**config.mk**
```make
export PLATFORM = sky130hd
export DESIGN_NAME = leaf_user_stream_endpoint_flat
export DESIGN_NICKNAME = d
export VERILOG_FILES = /design/src/rtl/leaf_user_stream_endpoint_if.sv /design/src/rtl/leaf_user_stream_endpoint.sv /design/src/flat_wrapper.sv
export SDC_FILE = /design/constraint.sdc
export NUM_CORES = 1
export LEC_CHECK = 0
export BUFFER_PORTS_ARGS = -buffer_cell sky130_fd_sc_hd__buf_2
export CAP_MARGIN = 20
export CORE_ASPECT_RATIO = 1.75
export CORE_UTILIZATION = 60
export DETAILED_ROUTE_END_ITERATION = 8
export GPL_TIMING_DRIVEN = 0
export PLACE_DENSITY_LB_ADDON = 0.2
export SYNTH_ARGS = -nofsm -noshare
export SYNTH_HDL_FRONTEND = slang
export SYNTH_SLANG_ARGS = --single-unit
```
**constraint.sdc**
```tcl
create_clock -name clk_user -period 5.37 [get_ports clk_user]
set_clock_uncertainty 0.2 [all_clocks]
set_input_delay 0.8055 -clock clk_user [delete_from_list [all_inputs] [get_ports clk_user]]
set_output_delay 0.8055 -clock clk_user [all_outputs]
set_load 0.01 [all_outputs]
```
**src/rtl/leaf_user_stream_endpoint_if.sv**
```systemverilog
// leaf_user_stream_endpoint_if: paired ap_vld/ap_ack streams between a leaf interface and a user endpoint
interface leaf_user_stream_endpoint_if #(
  parameter int PAYLOAD_BITS = 32
);
  logic [PAYLOAD_BITS-1:0] din_interface2user;
  logic                    vld_interface2user;
  logic                    ack_user2interface;
  logic [PAYLOAD_BITS-1:0] dout_user2interface;
  logic                    vld_user2interface;
  logic                    ack_interface2user;
  modport master (
    output din_interface2user, vld_interface2user, ack_interface2user,
    input  ack_user2interface, dout_user2interface, vld_user2interface
  );
  modport slave (
    input  din_interface2user, vld_interface2user, ack_interface2user,
    output ack_user2interface, dout_user2interface, vld_user2interface
  );
endinterface

```
**src/rtl/leaf_user_stream_endpoint.sv**
```systemverilog
// leaf_user_stream_endpoint: FIFO loopback that replays words in frames, each followed by a checksum word
module leaf_user_stream_endpoint #(
  parameter int PAYLOAD_BITS    = 32,
  parameter int FIFO_DEPTH_BITS = 4,
  parameter int FRAME_LEN       = 8,
  parameter int COUNT_BITS      = 16
) (
  input  logic                       clk_user,
  input  logic                       reset_n,
  leaf_user_stream_endpoint_if.slave s,
  output logic [FIFO_DEPTH_BITS:0]   fifo_level,
  output logic [COUNT_BITS-1:0]      frame_count
);
  localparam int DEPTH = 1 << FIFO_DEPTH_BITS;
  localparam logic [FIFO_DEPTH_BITS:0] DEPTH_W = (FIFO_DEPTH_BITS+1)'(DEPTH);
  localparam logic [7:0] LAST = 8'(FRAME_LEN - 1);
  typedef enum logic {DATA, CKSUM} state_t;
  state_t                    r_state;
  logic [PAYLOAD_BITS-1:0]   r_mem [DEPTH];
  logic [FIFO_DEPTH_BITS-1:0] r_wptr, r_rptr;
  logic [FIFO_DEPTH_BITS:0]  r_count, w_count_next;
  logic                      r_ack;
  logic [PAYLOAD_BITS-1:0]   r_cksum, w_dout;
  logic [7:0]                r_idx;
  logic [COUNT_BITS-1:0]     r_frames;
  logic                      w_push, w_pop, w_vld, w_xfer;
  // handshake decode; head word is shown as soon as the FIFO holds it, zero when empty
  always_comb begin
    w_push       = s.vld_interface2user & r_ack;
    w_vld        = (r_state == CKSUM) | (r_count != '0);
    w_dout       = (r_state == CKSUM) ? r_cksum : (r_count != '0) ? r_mem[r_rptr] : '0;
    w_xfer       = w_vld & s.ack_interface2user;
    w_pop        = w_xfer & (r_state == DATA);
    w_count_next = r_count + {{FIFO_DEPTH_BITS{1'b0}}, w_push} - {{FIFO_DEPTH_BITS{1'b0}}, w_pop};
  end
  // storage array, written only on an accepted push
  always_ff @(posedge clk_user) begin
    if (w_push) r_mem[r_wptr] <= s.din_interface2user;
  end
  // pointers, occupancy and registered RX ack; ack already reflects fullness so a full FIFO never takes a word
  always_ff @(posedge clk_user or negedge reset_n) begin
    if (!reset_n) begin
      r_wptr  <= '0;
      r_rptr  <= '0;
      r_count <= '0;
      r_ack   <= 1'b0;
    end else begin
      r_wptr  <= r_wptr + FIFO_DEPTH_BITS'(w_push);
      r_rptr  <= r_rptr + FIFO_DEPTH_BITS'(w_pop);
      r_count <= w_count_next;
      r_ack   <= w_count_next < DEPTH_W;
    end
  end
  // TX framing: pass FRAME_LEN data words, then one checksum word
  always_ff @(posedge clk_user or negedge reset_n) begin
    if (!reset_n) begin
      r_state  <= DATA;
      r_cksum  <= '0;
      r_idx    <= '0;
      r_frames <= '0;
    end else if (w_xfer) begin
      if (r_state == DATA) begin
        r_cksum <= r_cksum + w_dout;
        r_idx   <= (r_idx == LAST) ? 8'd0 : r_idx + 8'd1;
        r_state <= (r_idx == LAST) ? CKSUM : DATA;
      end else begin
        r_frames <= r_frames + 1'b1;
        r_cksum  <= '0;
        r_state  <= DATA;
      end
    end
  end
  assign s.ack_user2interface  = r_ack;
  assign s.vld_user2interface  = w_vld;
  assign s.dout_user2interface = w_dout;
  assign fifo_level            = r_count;
  assign frame_count           = r_frames;
endmodule
```
**src/flat_wrapper.sv**
```systemverilog
// flat-port wrapper written by rule: the top's interface ports become plain ports
module leaf_user_stream_endpoint_flat 
#(
  parameter int PAYLOAD_BITS    = 32,
  parameter int FIFO_DEPTH_BITS = 4,
  parameter int FRAME_LEN       = 8,
  parameter int COUNT_BITS      = 16
)
  (clk_user, reset_n, fifo_level, frame_count, s_din_interface2user, s_vld_interface2user, s_ack_interface2user, s_ack_user2interface, s_dout_user2interface, s_vld_user2interface);
  leaf_user_stream_endpoint_if #(.PAYLOAD_BITS(PAYLOAD_BITS)) s_i ();
  input  logic clk_user;
  input  logic reset_n;
  output logic [FIFO_DEPTH_BITS:0] fifo_level;
  output logic [COUNT_BITS-1:0] frame_count;
  input wire logic [$bits(s_i.din_interface2user)-1:0] s_din_interface2user;
  input wire logic [$bits(s_i.vld_interface2user)-1:0] s_vld_interface2user;
  input wire logic [$bits(s_i.ack_interface2user)-1:0] s_ack_interface2user;
  output wire logic [$bits(s_i.ack_user2interface)-1:0] s_ack_user2interface;
  output wire logic [$bits(s_i.dout_user2interface)-1:0] s_dout_user2interface;
  output wire logic [$bits(s_i.vld_user2interface)-1:0] s_vld_user2interface;
  assign s_i.din_interface2user = s_din_interface2user;
  assign s_i.vld_interface2user = s_vld_interface2user;
  assign s_i.ack_interface2user = s_ack_interface2user;
  assign s_ack_user2interface = s_i.ack_user2interface;
  assign s_dout_user2interface = s_i.dout_user2interface;
  assign s_vld_user2interface = s_i.vld_user2interface;
  leaf_user_stream_endpoint #(.PAYLOAD_BITS(PAYLOAD_BITS), .FIFO_DEPTH_BITS(FIFO_DEPTH_BITS), .FRAME_LEN(FRAME_LEN), .COUNT_BITS(COUNT_BITS)) u_core (.clk_user(clk_user), .reset_n(reset_n), .s(s_i), .fifo_level(fifo_level), .frame_count(frame_count));
endmodule
```
# Word level (Yosys, flattened, before mapping)
# Memory sizes are Yosys's and may differ from the RTL's.
# Index checks and enable logic that the tools add are counted.
# word_totals
register_bits	71
ram_bits	512
word_cells	34
memories	1
# op_classes
addsub	7
magnitude_cmp	1
eq_ne	1
n_mux	8
bitwise_logic	5
reduce_logical	3
# mem_list
name	words	width	read_ports	rd_clocked_by_memory_dff	wr	line	rtl
u_core.r_mem	16	32	1	0	1	leaf_user_stream_endpoint.sv:19	logic [PAYLOAD_BITS-1:0] r_mem [DEPTH];
# op_table
operator	n
two-way mux 32 bit	3
adder 32 bit	1
adder 16 x 1 -> 16 bit, second input constant	1
adder 4 x 1 -> 4 bit	2
adder 8 x 1 -> 8 bit, second input constant	1
equality test 8 x 3 -> 1 bit, second input constant	1
two-way mux 8 bit	1
adder 5 x 1 -> 5 bit	1
less-than comparator 5 bit, second input constant	1
nonzero test 5 bit	1
subtractor 5 x 1 -> 5 bit	1
two-way mux 1 bit	4
AND reduction 2 bit	2
AND 1 bit	3
inverter 1 bit	1
bitwise OR 1 bit	1

# Depth between registers and ports, before layout
# Gate-level depths: netlist of run 1.
# logic_depth
depth_word	6
ltp_mapped	20
depth_no_buf	17

# Worst setup path before layout of run 1
# No wires, ideal clock.
# synth_timing
kind	register to register
start	register u_core.r_rptr[0]
end	register u_core.r_cksum[28]
arrival_ns	4.154
required_time_ns	5.040
slack_ns	0.885
stages_incl_launch_ff	20
path_buffers	5
synth_period_minus_slack_ns	4.485
path_cell_list	dfrtp_1 buf_6 buf_6 buf_2 buf_4 buf_4 mux2i_1 o21ai_1 o22ai_1 o31ai_1 ha_1 a21oi_2 o21ai_2 a221oi_4 a31oi_4 a2111oi_4 o31ai_4 o31ai_2 xor2_1 o21ai_1
# synth_via
elab_chain_len	5
# synth_rtl
element	line	rtl
start: declaration	leaf_user_stream_endpoint.sv:20	logic [FIFO_DEPTH_BITS-1:0] r_wptr, r_rptr;
start signal: assignment	leaf_user_stream_endpoint.sv:49	r_rptr <= r_rptr + FIFO_DEPTH_BITS'(w_pop);
memory read (16 x 32 bit)	--	
two-way mux 32 bit (2 in series)	leaf_user_stream_endpoint.sv:31	w_dout = (r_state == CKSUM) ? r_cksum : (r_count != '0) ? r_mem[r_rptr] : '0;
net s_dout_user2interface[11]	flat_wrapper.sv:19	output wire logic [$bits(s_i.dout_user2interface)-1:0] s_dout_user2interface;
adder 32 bit	leaf_user_stream_endpoint.sv:63	r_cksum <= r_cksum + w_dout;
two-way mux 32 bit	leaf_user_stream_endpoint.sv:62	if (r_state == DATA) begin
end signal: assignment	leaf_user_stream_endpoint.sv:63	
end: declaration	leaf_user_stream_endpoint.sv:23	logic [PAYLOAD_BITS-1:0] r_cksum, w_dout;
# The timed path passes the listed nets, and every way through them passes these cells.
# A chain may end at the register's enable or synchronous reset.

# Worst setup path in the final report of run 1
# layout_timing
start	register u_core.r_rptr[0]
end	register u_core.r_cksum[30]
# layout_via
elab_chain_len	5
# layout_rtl
element	line
memory read (16 x 32 bit)	--
two-way mux 32 bit (2 in series)	leaf_user_stream_endpoint.sv:31
adder 32 bit	leaf_user_stream_endpoint.sv:63
two-way mux 32 bit	leaf_user_stream_endpoint.sv:62
# Every way passes these cells.

==> impl_metrics.tcl, run 1 <==
set metrics [dict create \
    grt_pass1_vias 14700 \
    seq_area_frac_synth_pct 70.3 \
    synth-main-ff-cell "edfxtp_1" \
    synth_cells 1475 \
    swShare_pct 38.9 \
    clkLatencyLatePin_ns 0.58 \
    numCtsBuffers 51 \
    path_delay_family "compound AO/OA/AOI/OAI gates" \
    grt_pass1_wl_um 89400 \
    cp_slowest_stage_delay_ns 0.44 \
    die_y_um 269 \
    clockPowerShare_pct 20.2 \
    cts_tree "yes" \
    syn_avg_cell_area_um2 16.6 \
    core_um2 40100 \
    syn_area_um2 24400 \
    wl_um 60300 \
    final_util_pct 69.5 \
    drt_pass1_iterations 5 \
    cts-root-buf "clkbuf_16" \
    hold_ws_ns 0.261 \
    antenna_found_initial 2 \
    drc 0 \
    dr_total_vias 14100 \
    htree_levels 2 \
    grt_use_total_pct 30.1 \
    clockBufferDepth 3 \
    io_buffers 90 \
    wl_per_cell_um 27.7 \
    ant_nets 0 \
    grt_max_degree 65 \
    grt-ovfl-total 0 \
    yosys_warnings 0 \
    status "completed" \
    power_frac_seq_pct 32.8 \
    power_uw 17400 \
    startpoint_type "flop" \
    ys_seq_elements 583 \
    critPathBufInv 5 \
    clock_sinks 583 \
    pin_count 91 \
    internal_power_uw 10600 \
    synth-edff-count 512 \
    rows 97 \
    avgViaCountPerCell 6.48 \
    hold_viol 0 \
    stdcell_count 2181 \
    initial_core_util_pct 61.0 \
    nNetsFinal 1735 \
    worstSetupPathType "flop to flop" \
    dp_hpwl_um 41500 \
    crit_chain "buf_6, buf_6, buf_2, clkbuf_4, mux2i_1, o221ai_1, a21boi_0, o31ai_2, ha_1, nand4_1, a21oi_1, o2111ai_2, a31oi_4, a2111oi_4, buf_4, o31ai_4, a21oi_1, xor2_1, o21ai_1" \
    maxSlewHeadroom_pct 31.3 \
    synthDistinctLibCells 64 \
    peakVddDrop_v 0.000401 \
    leakage_uw 0.00995 \
    max_freq_mhz 193 \
    crit_arrival_ns 5.42 \
    combinationalPowerShare_pct 47.0 \
    dp.cells 2087 \
    cp.required_ns 5.61 \
    path_clk_slew_ns 0.06 \
    p_sw_uw 6770 \
    gp_congestion 0.912 \
    syn2layout_area_growth_pct 14.0 \
    post-route-period-util_pct 96.5 \
    hold_class "flop to flop" \
    report.final.slew_viol_count 0 \
    dieArea_um2 41500 \
    setup_viol 0 \
    power.density_nw_per_um2 625 \
    crit_slowest_cell "a21boi_0" \
    drv_cap 0 \
    critPathCaptureType "flop" \
    drt_iter0_drc 1238 \
    worst_slew_pin_slew_ns 1.03 \
    post-route-min-period_ns 5.18 \
    drive_gt1_share_pct 20.7 \
    crit_fanout 10 \
    die_w_um 154 \
    synthesis.nets 1563 \
    async_flop_share_pct 12.2 \
]
## cells by family after synthesis
kind of cell	share of synthesized area [%]
flops	70.3
compound gates	7.34
simple gates	4.28
mux	11.6
buf+inv	1.60
xor+xnor	2.15
fa+ha+maj	2.73
## layout make-up
cell class | instances | area (um2)
flip-flops and latches | 583 | 17200
fillers | 2592 | 12200
multi-input cells | 801 | 7100
clock buffers | 66 | 1380
repair buffers | 121 | 956
well taps | 495 | 619
plain buffers | 66 | 358
clock inverters | 24 | 193
inverters | 23 | 86.3
diodes | 2 | 5.00
## through the flow
step | setup TNS (ns) | setup WS, ns | instance area (um2)
after floorplan | 0 | 0.885 | 24400
after global placement | -168.88 | -1.65 | 25500
after detailed placement | -6.00 | -0.626 | 26100
after CTS | 0 | 0.00503 | 27700
after global routing | -0.0295 | -0.0295 | 27800
final | 0 | 0.190 | 27800
## placed cells by master, fill, tap and decap left out, drive strengths merged, types with 23 or more instances in the layout
master  synthesis  layout
o221ai         28      28
o22ai          29      29
ha             50      50
xor2           26      26
clkbuf         37     111
dfrtp          71      71
edfxtp        512     512
nor2           90      90
a21oi          31      31
xnor2          34      34
mux2i         113     113
nand2          97      97
mux4           75      75
o21ai          70      70
buf            31     140
a21boi         29      29
inv            23      23
o31ai          31      31
## cell usage after synthesis (29+ instances only)
| cell type | count | area, um2 |
|---|---|---|
| xnor2_1 | 34 | 298 |
| nor2_1 | 90 | 338 |
| a21oi_1 | 29 | 145 |
| nand2_1 | 97 | 364 |
| o21ai_1 | 52 | 260 |
| mux4_2 | 75 | 1690 |
| dfrtp_1 | 71 | 1780 |
| edfxtp_1 | 512 | 15400 |
| o31ai_1 | 29 | 218 |
| mux2i_1 | 113 | 1130 |
| o22ai_1 | 29 | 181 |
| clkbuf_1 | 37 | 139 |
| ha_1 | 50 | 626 |
## sequential cells by signal, indices dropped and copies added, names as in the netlist
name and cells:
u_core.r_state 1, u_core.r_rptr 4, u_core.s.ack_user2interface 1, u_core.r_mem 512, u_core.frame_count 16, u_core.r_wptr 4, u_core.fifo_level 5, u_core.r_idx 8
u_core.r_cksum 32
## routing by layer
metal | vias up | routed length (um) | global-route usage (%)
met5 | - | 0 | 0
li1 | 6116 | - | -
met3 | 150 | 3680 | 3.97
met2 | 649 | 32000 | 53.9
met4 | 0 | 2740 | 14.8
met1 | 7218 | 21900 | 35.9
## worst reg2reg max path: cells and delay by family, from the launching register on
kind | cells | cell delay [ns]
adders and majority gates | 1 | 0.44
xor gates and xnor gates | 1 | 0.16
and+or+nand+nor | 1 | 0.12
AOI/OAI and AO/OA | 10 | 2.30
buffers and inverters | 5 | 1.21
DFF | 1 | 0.37
muxes | 1 | 0.24
## final timing paths
| check | startpoint | to | slack, ns | depth (start not counted) |
|---|---|---|---|---|
| worst max-delay path | u_core.r_rptr[0] | u_core.r_cksum[30] | 0.19 | 19 |
| worst min-delay path | u_core.frame_count[15] | u_core.frame_count[15] | 0.26 | 1 |
| worst max register to register | u_core.r_rptr[0] | u_core.r_cksum[30] | 0.19 | 19 |
| worst min register to register | u_core.frame_count[15] | u_core.frame_count[15] | 0.26 | 1 |
| max in group asynchronous | reset_n | u_core.r_cksum[21] | 3.97 | 3 |
| min in group asynchronous | reset_n | u_core.r_wptr[2] | 0.40 | 2 |
## repair_timing
action,in CTS,in global routing
gates cloned,0,0
buffers inserted,0,2
pin swaps,0,1
endpoints found under the hold margin,7,0
hold buffers,1,0
gates resized for setup,22,42
setup endpoints to repair,17,12
## power by group through the flow
stage / Sequential, uW / Clock (uW) / Combinational, uW
floorplan: 5730 / 0 / 5450
global placement: 5780 / 0 / 7650
detailed placement: 5780 / 0 / 7900
CTS: 5710 / 3530 / 7980
global route: 5760 / 3700 / 8840
finish: 5720 / 3510 / 8180
(Power assumes the default switching activity.)
==> run 2: changes to the inputs <==
Settings changed: REMOVE_ABC_BUFFERS set to 1.
==> run 2 against run 1 <==
Against the previous run:
- global-route usage is 1.3 points lower
- non-clock buffer count decreased by 47
- combinational power is 5.7% lower
- sequential share of layout area shrank 0.18 points
- flip-flop and latch count is the same
- largest cell class unchanged
- largest power group unchanged
- highest routed layer is now met5
==> impl_metrics.tcl, run 2 (synthesized netlist as in run 1, its figures left out) <==
set metrics [dict create \
    initial_core_util_pct 61.0 \
    nNetsFinal 1688 \
    max_freq_mhz 197 \
    largest_reg_flops 512 \
    final_util_pct 69.8 \
    drc 0 \
    io_buffers 90 \
    syn2layout_area_growth_pct 14.5 \
    rows 97 \
    gp_congestion 0.851 \
    peakVddDrop_v 0.000347 \
    setup_viol 0 \
    clkLatencyLatePin_ns 0.59 \
    ant_nets 0 \
    crit_arrival_ns 5.35 \
    grt-ovfl-total 0 \
    grt_pass1_wl_um 86600 \
    cp.required_ns 5.64 \
    dr_total_vias 13800 \
    avgViaCountPerCell 6.44 \
    final_common_cell "edfxtp_1" \
    power.density_nw_per_um2 621 \
    antenna_found_initial 3 \
    swShare_pct 37.8 \
    drive_gt1_share_pct 20.1 \
    crit_fanout 56 \
    worst_slew_pin_slew_ns 1.05 \
    core_um2 40100 \
    cts_tree "yes" \
    hold_viol 0 \
    power_frac_seq_pct 34.2 \
    place_area_um2 26100 \
    top_register "u_core.r_mem" \
    wl_um 58400 \
    drt_pass1_iterations 7 \
    post-route-period-util_pct 94.6 \
    combinationalPowerShare_pct 44.4 \
    p_sw_uw 6560 \
    internal_power_uw 10800 \
    dieArea_um2 41500 \
    status "completed" \
    critPathCaptureType "flop" \
    pin_count 91 \
    post-route-min-period_ns 5.08 \
    fillers 2569 \
    r2r_slack_ns 0.29 \
    clockPowerShare_pct 21.4 \
    report.final.slew_viol_count 0 \
    clock_sinks 583 \
    dp_hpwl_um 35200 \
    htree_levels 2 \
    maxSlewHeadroom_pct 29.8 \
    hold_class "flop to flop" \
    numCtsBuffers 50 \
    leakage_uw 0.00996 \
    startpoint "u_core.r_rptr[1]" \
    final_cell_mix "edfxtp_1, mux2i_1, nand2_1" \
    die_y_um 269 \
    dp.cells 2033 \
    clockBufferDepth 3 \
    drv_cap 0 \
    path_clk_slew_ns 0.07 \
    hold_start "u_core.frame_count[15]" \
    final_area_um2 27900 \
    stdcell_count 2137 \
    r2r_start "u_core.r_rptr[1]" \
    grt_pass1_vias 14200 \
    startpoint_type "flop" \
    drt_iter0_drc 1281 \
    grt_max_degree 66 \
    die_w_um 154 \
    wl_per_cell_um 27.3 \
    worstSetupPathType "flop to flop" \
    cts-root-buf "clkbuf_16" \
    grt_use_total_pct 28.8 \
]
[run 2: cell type report]
type / instances / area (um2) / area share [%]
multi-input combinational: 802 / 7020 / 25.1
clock buffer: 61 / 1310 / 4.70
sequential: 583 / 17200 / 61.4
timing repair buffer: 140 / 1380 / 4.93
tap: 495 / 619 / 2.22
antenna: 1 / 2.50 / 0.00896
inverter: 23 / 86.3 / 0.309
clock inverter: 32 / 357 / 1.28
[run 2: power by group through the flow]
stage | Combinational (uW) | Clock, uW | Sequential (uW)
after floorplan | 5210 | 0 | 6130
after global placement | 6600 | 0 | 6350
after detailed placement | 7330 | 0 | 6100
after CTS | 7560 | 3740 | 5970
after global routing | 8340 | 3910 | 5970
final | 7710 | 3710 | 5930
[run 2: metal layers]
layer  share of wire, %  track usage [%]  vias up
met5              0.019                0        -
met4                3.6             12.1        2
met3                5.6             3.79      123
met2                 53             51.4      544
met1                 37             35.5     7057
li1                   -                -     6031
[run 2: worst paths after layout]
check                                         end  cells after the start
max                            u_core.r_cksum[28]                     17
min                        u_core.frame_count[15]                      1
max reg2reg                    u_core.r_cksum[28]                     17
min reg2reg                u_core.frame_count[15]                      1
max in group asynchronous        u_core.r_rptr[0]                      3
min in group asynchronous       u_core.r_cksum[6]                      2
[run 2: metrics by stage]
step	power (uW)	TNS, ns	worst slack (ns)	hold WS, ns
after global placement	12900	-685.11	-7.66	0.253
after floorplan	11300	-239.65	-4.71	0.247
after CTS	17300	0	0.0685	0.272
after global routing	18200	-0.00297	-0.00297	0.285
final	17400	0	0.291	0.266
after detailed placement	13400	-1.72	-0.410	0.260
[run 2: critical path, stage by stage (launching register included)]
cell	delay, ns
dfrtp_4	0.74
nand2_8	0.42
nor2_1	0.21
nor2_1	0.05
o21ai_1	0.14
o22ai_1	0.12
o31ai_1	0.62
ha_1	0.39
a21oi_2	0.21
o21ai_2	0.10
a221oi_4	0.35
a31oi_4	0.18
a2111oi_4	0.37
buf_4	0.20
o31ai_4	0.10
o31ai_2	0.21
xor2_1	0.19
o21ai_1	0.07
[run 2: what timing repair did]
action                                  4_1_cts  5_1_grt
hold buffers                                  1        0
pin swaps                                     1        1
buffers inserted                              3        3
endpoints found under the setup margin       10        9
cloned                                        2        1
hold endpoints to repair                      6        0
resized for setup                             1        2
